`config.mk`:
```
export PLATFORM = sky130hd
export DESIGN_NAME = instruction_fetch_flat
export DESIGN_NICKNAME = d
export VERILOG_FILES = /design/src/rtl/instruction_fetch_if.sv /design/src/rtl/instruction_fetch.sv /design/src/flat_wrapper.sv
export SDC_FILE = /design/constraint.sdc
export NUM_CORES = 1
export LEC_CHECK = 0
export CORE_ASPECT_RATIO = 0.7
export CORE_MARGIN = 5
export CORE_UTILIZATION = 40
export CTS_CLUSTER_SIZE = 25
export DETAILED_ROUTE_END_ITERATION = 7
export GPL_ROUTABILITY_DRIVEN = 1
export MAX_ROUTING_LAYER = met4
export PLACE_DENSITY = 0.69
export SYNTH_ARGS = -nofsm -noshare
export SYNTH_HDL_FRONTEND = slang
export SYNTH_SLANG_ARGS = --single-unit
```
`constraint.sdc`:
```
create_clock -name clk -period 2.9 [get_ports clk]
set_clock_uncertainty 0.15 [all_clocks]
set_input_delay 0.58 -clock clk [delete_from_list [all_inputs] [get_ports clk]]
set_output_delay 0.58 -clock clk [all_outputs]
set_load 0.01 [all_outputs]
```
`src/rtl/instruction_fetch_if.sv`:
```
// Valid/ready instruction channel between the fetch sequencer and the
// control unit.
//   addr       : instruction word (driven by master)
//   addr_valid : addr holds a valid instruction (driven by master)
//   addr_ready : control unit accepts addr this cycle (driven by slave)
interface instruction_fetch_if #(
    parameter int WORD_W = 32
);
    logic [WORD_W-1:0] addr;
    logic              addr_valid;
    logic              addr_ready;

    modport master (
        output addr,
        output addr_valid,
        input  addr_ready
    );

    modport slave (
        input  addr,
        input  addr_valid,
        output addr_ready
    );
endinterface

```
`src/rtl/instruction_fetch.sv`:
```
// Fetch sequencer sitting upstream of the control unit. On start it snapshots
// the packed program image, then issues the words in order over a valid/ready
// channel until a zero word (halt marker) or the last slot, and reports
// completion plus the number of instructions accepted.
//
// Ports:
//   clk                : system clock, rising edge
//   reset              : synchronous, active-high
//   start              : run request, honoured only in IDLE
//   program_addr_array : packed image, slot k = bits [(k+1)*WORD_W-1 : k*WORD_W]
//   fetch              : instruction channel (master side: addr/addr_valid out, addr_ready in)
//   pc                 : slot currently fetched/issued
//   busy               : run in progress (FETCH, ISSUE, DONE)
//   done               : one-cycle completion pulse
//   halted_on_zero     : run ended on a zero word
//   issued_count       : instructions accepted in the current/last run
//
// state  | meaning
// -------+---------------------------------------------------------
// IDLE   | waiting for start
// FETCH  | read image slot pc; zero ends the run, else present it
// ISSUE  | addr_valid high, waiting for the handshake
// DONE   | one-cycle completion pulse, then back to IDLE
module instruction_fetch #(
    parameter int WORD_W = 32,
    parameter int DEPTH  = 10,
    parameter int PC_W   = 4
) (
    input  logic                      clk,
    input  logic                      reset,
    input  logic                      start,
    input  logic [WORD_W*DEPTH-1:0]   program_addr_array,
    instruction_fetch_if.master       fetch,
    output logic [PC_W-1:0]           pc,
    output logic                      busy,
    output logic                      done,
    output logic                      halted_on_zero,
    output logic [PC_W-1:0]           issued_count
);

    typedef enum logic [1:0] {
        S_IDLE,
        S_FETCH,
        S_ISSUE,
        S_DONE
    } state_t;

    state_t                    state_q, state_d;
    logic [WORD_W*DEPTH-1:0]   image_q, image_d;
    logic [WORD_W-1:0]         addr_q, addr_d;
    logic                      addr_valid_q, addr_valid_d;
    logic [PC_W-1:0]           pc_q, pc_d;
    logic [PC_W-1:0]           issued_q, issued_d;
    logic                      halted_q, halted_d;
    logic [WORD_W-1:0]         cur_word;

    assign cur_word = image_q[int'(pc_q)*WORD_W +: WORD_W];

    // State and datapath register
    always_ff @(posedge clk) begin
        if (reset) begin
            state_q      <= S_IDLE;
            image_q      <= '0;
            addr_q       <= '0;
            addr_valid_q <= 1'b0;
            pc_q         <= '0;
            issued_q     <= '0;
            halted_q     <= 1'b0;
        end else begin
            state_q      <= state_d;
            image_q      <= image_d;
            addr_q       <= addr_d;
            addr_valid_q <= addr_valid_d;
            pc_q         <= pc_d;
            issued_q     <= issued_d;
            halted_q     <= halted_d;
        end
    end

    // Next-state logic
    always_comb begin
        state_d      = state_q;
        image_d      = image_q;
        addr_d       = addr_q;
        addr_valid_d = addr_valid_q;
        pc_d         = pc_q;
        issued_d     = issued_q;
        halted_d     = halted_q;
        unique case (state_q)
            S_IDLE: begin
                if (start) begin
                    image_d  = program_addr_array;
                    pc_d     = '0;
                    issued_d = '0;
                    halted_d = 1'b0;
                    state_d  = S_FETCH;
                end
            end
            S_FETCH: begin
                if (cur_word == '0) begin
                    halted_d = 1'b1;
                    state_d  = S_DONE;
                end else begin
                    addr_d       = cur_word;
                    addr_valid_d = 1'b1;
                    state_d      = S_ISSUE;
                end
            end
            S_ISSUE: begin
                if (addr_valid_q && fetch.addr_ready) begin
                    addr_valid_d = 1'b0;
                    issued_d     = issued_q + PC_W'(1);
                    // Last slot ends the run without advancing pc past DEPTH-1
                    if (pc_q == PC_W'(DEPTH - 1)) begin
                        state_d = S_DONE;
                    end else begin
                        pc_d    = pc_q + PC_W'(1);
                        state_d = S_FETCH;
                    end
                end
            end
            S_DONE: begin
                state_d = S_IDLE;
            end
            default: begin
                state_d = S_IDLE;
            end
        endcase
    end

    // Outputs
    always_comb begin
        busy = (state_q != S_IDLE);
        done = (state_q == S_DONE);
    end

    assign fetch.addr       = addr_q;
    assign fetch.addr_valid = addr_valid_q;
    assign pc               = pc_q;
    assign issued_count     = issued_q;
    assign halted_on_zero   = halted_q;

endmodule

```
`src/flat_wrapper.sv`:
```
// flat-port wrapper written by rule: the top's interface ports become plain ports
module instruction_fetch_flat 
#(
    parameter int WORD_W = 32,
    parameter int DEPTH  = 10,
    parameter int PC_W   = 4
)
  (clk, reset, start, program_addr_array, pc, busy, done, halted_on_zero, issued_count, fetch_addr, fetch_addr_valid, fetch_addr_ready);
  instruction_fetch_if #(.WORD_W(WORD_W)) fetch_i ();
  input  logic clk;
  input  logic reset;
  input  logic start;
  input  logic [WORD_W*DEPTH-1:0] program_addr_array;
  output logic [PC_W-1:0] pc;
  output logic busy;
  output logic done;
  output logic halted_on_zero;
  output logic [PC_W-1:0] issued_count;
  output wire logic [$bits(fetch_i.addr)-1:0] fetch_addr;
  output wire logic [$bits(fetch_i.addr_valid)-1:0] fetch_addr_valid;
  input wire logic [$bits(fetch_i.addr_ready)-1:0] fetch_addr_ready;
  assign fetch_addr = fetch_i.addr;
  assign fetch_addr_valid = fetch_i.addr_valid;
  assign fetch_i.addr_ready = fetch_addr_ready;
  instruction_fetch #(.WORD_W(WORD_W), .DEPTH(DEPTH), .PC_W(PC_W)) u_core (.clk(clk), .reset(reset), .start(start), .program_addr_array(program_addr_array), .fetch(fetch_i), .pc(pc), .busy(busy), .done(done), .halted_on_zero(halted_on_zero), .issued_count(issued_count));
endmodule
```
After elaboration in Yosys (flattened, before gate mapping)
Index checks and enable logic that the tools add are counted.

Register bits after elaboration: 364. Bits of input ports: 324. Output and inout bits: 44. Word-level logic and storage cells: 51.

Add/sub/neg operators: 2. Equality and inequality tests: 9. Shift-type cells: 1. Muxes and demuxes: 17. Bitwise operators: 1. Reductions and logical operators: 14.

Operator list (number): 320-bit by 10-bit indexed part select with 32-bit output (1); 32-bit logical NOT (1); 4-bit 2-to-1 mux (4); 4-bit case mux with 2 select lines (2); 3-bit AND reduction (3); 4-bit by 1-bit adder with 4-bit output, second input constant (2); 2-bit case mux with 4 select lines (1); 2-bit nonzero test (4); 2-bit 2-to-1 mux (3); 2-bit != test, second input constant (3); 2-bit AND reduction (3); 1-bit 2-to-1 mux (5); 2-bit == test, second input constant (2); 4-bit == test, second input constant (1); 2-bit by 1-bit != test with 1-bit output, second input constant (2); 1-bit case mux with 2 select lines (2); 4-bit AND reduction (1); 2-bit by 1-bit == test with 1-bit output, second input constant (1); 2-bit logical NOT (1); 1-bit logical AND (1); 1-bit NOT (1).

Logic depth before layout (Yosys ltp)
Depth after elaboration: 4. Depth in mapped cells: 12. Gate-level depth less buffers: 7.

Least setup slack after synthesis
Ideal clock, no wire load.

Path type: reg2reg. Start: register u_core.pc_q[0] (netlist: u_core.pc[0]). End: register u_core.addr_q[10] (netlist: u_core.fetch.addr[10]). Library setup time: 0.121 ns. Arrival: 2.769 ns. Slack: -0.140 ns. Stages on the path, launching flop included: 13. Buffers on the path: 6. Cell sequence: dfxtp_1 buf_6 buf_6 buf_6 clkbuf_1 mux2i_1 o22a_1 nand4_1 nor4_4 a21boi_2 buf_6 buf_8 mux2_4.

Cells in the longest elaborated chain, start to end: 4.

RTL lines: from (decl) (line instruction_fetch.sv:52) `logic [PC_W-1:0] pc_q, pc_d;`; from (signal assigned) (line instruction_fetch.sv:74) `pc_q <= pc_d;`; 320-bit by 10-bit indexed part select with 32-bit output * (line instruction_fetch.sv:57) `assign cur_word = image_q[int'(pc_q)*WORD_W +: WORD_W];`; 32-bit logical NOT (line instruction_fetch.sv:100) `if (cur_word == '0) begin`; 1-bit NOT (no source line); 2-bit AND reduction (no source line); to (signal assigned) (line instruction_fetch.sv:72) `addr_q <= addr_d;`; to (decl) (line instruction_fetch.sv:50) `logic [WORD_W-1:0] addr_q, addr_d;`.

Mark *: on every way between the ends. The rest lies on a longest branch, timed or not. A chain may end at the register's enable or synchronous reset.

Final worst setup path
Start: register u_core.pc_q[0] (netlist: u_core.pc[0]). End: register u_core.addr_q[11] (netlist: u_core.fetch.addr[11]).

Same word-level chain as after synthesis.

==> metrics.txt <==
Post-synth EDFFs 0; Net Count, Synth 2197; post-synth top area cell dfxtp_1; R2R depth 10; total grt overflow 0; Initial Util 40.46%; routed len/inst 20.75 um; via count 14700; WHS 0.3033 ns; CTS tree built; CP Capture Type register; GPL Wtd Cong 0.9203; Syn Area/Cell 8.315 sq um; GR Util All Layers 26.20%; R2R Setup Slk -0.14 ns; most common library cells after synthesis nand2_1 (651), dfxtp_1 (364), a21oi_1 (332), clkbuf_1 (119), mux2i_1 (96); top-area cell type share of the netlist area 46.86%; WL final 57990 um; post-detail-place hpwl 44140 um; Antenna Nets Post-Route 0; Yosys cell types 34; final setup violating endpoints 29; Net count, final 2570; Max IR drop VDD 0.3502 mV; FF-to-FF Start u_core.pc[0]$_SDFFE_PP0P_; Psw 0.003142 W; hold_sp u_core.image_q[285]$_SDFFE_PP0P_; P per Cell Area 555.9 nW/um^2; failing checks setup timing; core box area 38440 sq um; fmax 0.3294 GHz; share of cells above drive strength 1 12.62%; clock buffer count from CTS 36; largest net degree at the start of global routing 101; Comb power frac 15.9%; placed cell count 2717; Least-Margin Pin Slew 0.6568 ns; IO Port Bufs 367; crit path kind reg2reg; Reg clk slew, reported paths 0.07 ns; IO Pins 368; Slew Limit Fails 0; Die Ht 175.0 um; Synth async-reset ratio 0%; final worst slack -0.1355 ns; Clock Path Buffers 3; clock network power share 38.9%; initial antenna violation count 2; cells after synthesis 1870; Setup crit start kind register; Int Pwr 0.009126 W; Seq cells post-synth 364; sequential area share after synthesis 46.86%; Hold Crit Class reg2reg; Cell Area, Synth 15550 sq um; DR vias/cell 5.259; top post-synthesis cells by area dfxtp_1 (47%), nand2_1 (16%), a21oi_1 (11%); first-pass GRT wire length 84750 um; met1 GRT Util 36.98%; Non-Filler Instances 2795; RSZ-0062 raised after global routing true; Hold Fails Final Rpt 0; Tmin final 3.035 ns; DR iter-0 viols 1407; most common cell in the synthesized netlist nand2_1; hold path depth 2; max-cap viol count 0; FF-to-FF End u_core.fetch.addr[11]$_SDFFE_PP0P_; status finished with violations; YS warnings 0; H-tree levels 2; Reg power frac 45.2%; First-pass DRT Iterations 7; Worst Hold End u_core.image_q[285]$_SDFFE_PP0P_; top_reg_cell synth dfxtp_1; crit share post-route 104.7%; Area Growth Syn to Fin 41.94%; WP data arrival 3.30 ns; die width 245.7 um; cell row count 60; crit-path max FO 8; CP required 3.16 ns; Skew-Pair Late Insertion Delay 0.52 ns; leak pwr 7.997 nW; die area 42980 sq um; clock root cell clkbuf_16; clk sinks 364; switching part of the total power 25.61%; Residual DRC 0; slew margin rel. 56.21%; number of global-route vias before repair 14320; met2 Use GR 38.16%; met3 usage 6.009%; Most Crowded Layer GR met2
-- per-layer routing --
metal / share of wire [%] / vias to the layer above
li1: - / 7047
met1: 45 / 7030
met2: 44 / 550
met3: 8.5 / 71
met4: 2.4 / 0
met5: 0 / -
-- worst max-delay path, cell delays in order (launching register included) --
cell	delay (ns)
dfxtp_4	0.44
buf_12	0.15
buf_16	0.12
buf_4	0.14
mux2i_1	0.39
o22a_1	0.24
nand4_1	0.24
nor4_4	0.40
a21boi_4	0.15
clkbuf_16	0.20
mux2_4	0.30
-- cells in the final DEF (no fill, tap or decap), types with 3 or more instances in the layout --
cell / instances
nand2_1: 650
clkdlybuf4s50_1: 366
dfxtp_1: 362
a21oi_1: 330
buf_4: 84
mux2i_1: 79
nor2_1: 58
clkbuf_16: 40
mux4_2: 32
a221o_1: 32
o22a_1: 31
buf_12: 31
nor2b_1: 30
mux2_4: 20
mux2i_2: 12
nor2_2: 10
clkbuf_8: 9
nand4_1: 8
mux2_2: 8
clkbuf_1: 7
inv_1: 6
mux2i_4: 5
a211oi_2: 4
xor2_1: 4
nor3_1: 4
clkinv_2: 4
and2_1: 3
ha_1: 3
bufinv_16: 3
buf_16: 3
buf_6: 3
-- final cells by class --
cell class | count | area [sq um]
diodes | 2 | 5.005
clock buffers | 53 | 1076
clock inverters | 8 | 117.6
fillers | 3406 | 16370
inverters | 6 | 22.52
multi-input cells | 1343 | 7762
flip-flops and latches | 364 | 7292
well taps | 527 | 659.4
repair buffers | 492 | 5136
-- worst max-delay path by stage --
stage,start,to,slack [ns],cells past startpoint
3_3_place_gp,u_core.pc[0]$_SDFFE_PP0P_,u_core.fetch.addr[1]$_SDFFE_PP0P_,-0.32,10
5_1_grt,u_core.pc[0]$_SDFFE_PP0P_,u_core.fetch.addr[11]$_SDFFE_PP0P_,-0.21,10
4_1_cts,u_core.pc[0]$_SDFFE_PP0P_,u_core.fetch.addr[14]$_SDFFE_PP0P_,-0.09,10
6_report,u_core.pc[0]$_SDFFE_PP0P_,u_core.fetch.addr[11]$_SDFFE_PP0P_,-0.14,10
3_5_place_dp,u_core.pc[0]$_SDFFE_PP0P_,u_core.fetch.addr[4]$_SDFFE_PP0P_,-0.40,10
2_1_floorplan,u_core.pc[0]$_SDFFE_PP0P_,u_core.fetch.addr[10]$_SDFFE_PP0P_,0.0002,12
-- through the flow --
step                total power, W  utilization [%]  worst slack, ns  setup TNS [ns]  cell area (sq um)
finish                     0.01227            57.42          -0.1355          -3.021              22070
global route               0.01272            57.42          -0.2054          -5.337              22070
CTS                        0.01229            57.00         -0.09492          -1.990              21910
detailed placement        0.007532            53.12          -0.4010          -11.94              20420
global placement          0.007503            53.12          -0.3192          -9.161              20420
floorplan                 0.006479                -        0.0001750               0              15580
-- power by group through the flow --
stage	clock [W]	sequential, W	combinational [W]
6_report	0.00477	0.00555	0.00195
5_1_grt	0.00503	0.00557	0.00212
4_1_cts	0.00482	0.00554	0.00193
3_5_place_dp	0	0.00564	0.00189
3_3_place_gp	0	0.00564	0.00187
2_1_floorplan	0	0.00556	0.000921
-- flip-flops by register name, indices dropped and copies added (netlist names) --
name	flops
u_core.fetch.addr	32
u_core.fetch.addr_valid	1
u_core.halted_on_zero	1
u_core.image_q	320
u_core.issued_count	4
u_core.pc	4
u_core.state_q	2
-- timing repair --
item | CTS | global route
endpoints found under the setup margin | 35 | 35
cloned | 3 | 3
resized for setup | 35 | 23
setup buffers | 8 | 5
hold buffers | 0 | 0
pin swaps | 10 | 17
-- kinds of logic after synthesis --
group	share of synthesized area [%]
buffers and inverters	4.546
adder cells (fa/ha/maj)	0.2414
AND/OR/NAND/NOR	19.83
XOR/XNOR	0.2253
AO/OA/AOI/OAI	14.97
multiplexers	13.32
flip-flops	46.86
No activity file was read; power rests on OpenSTA's default activity.
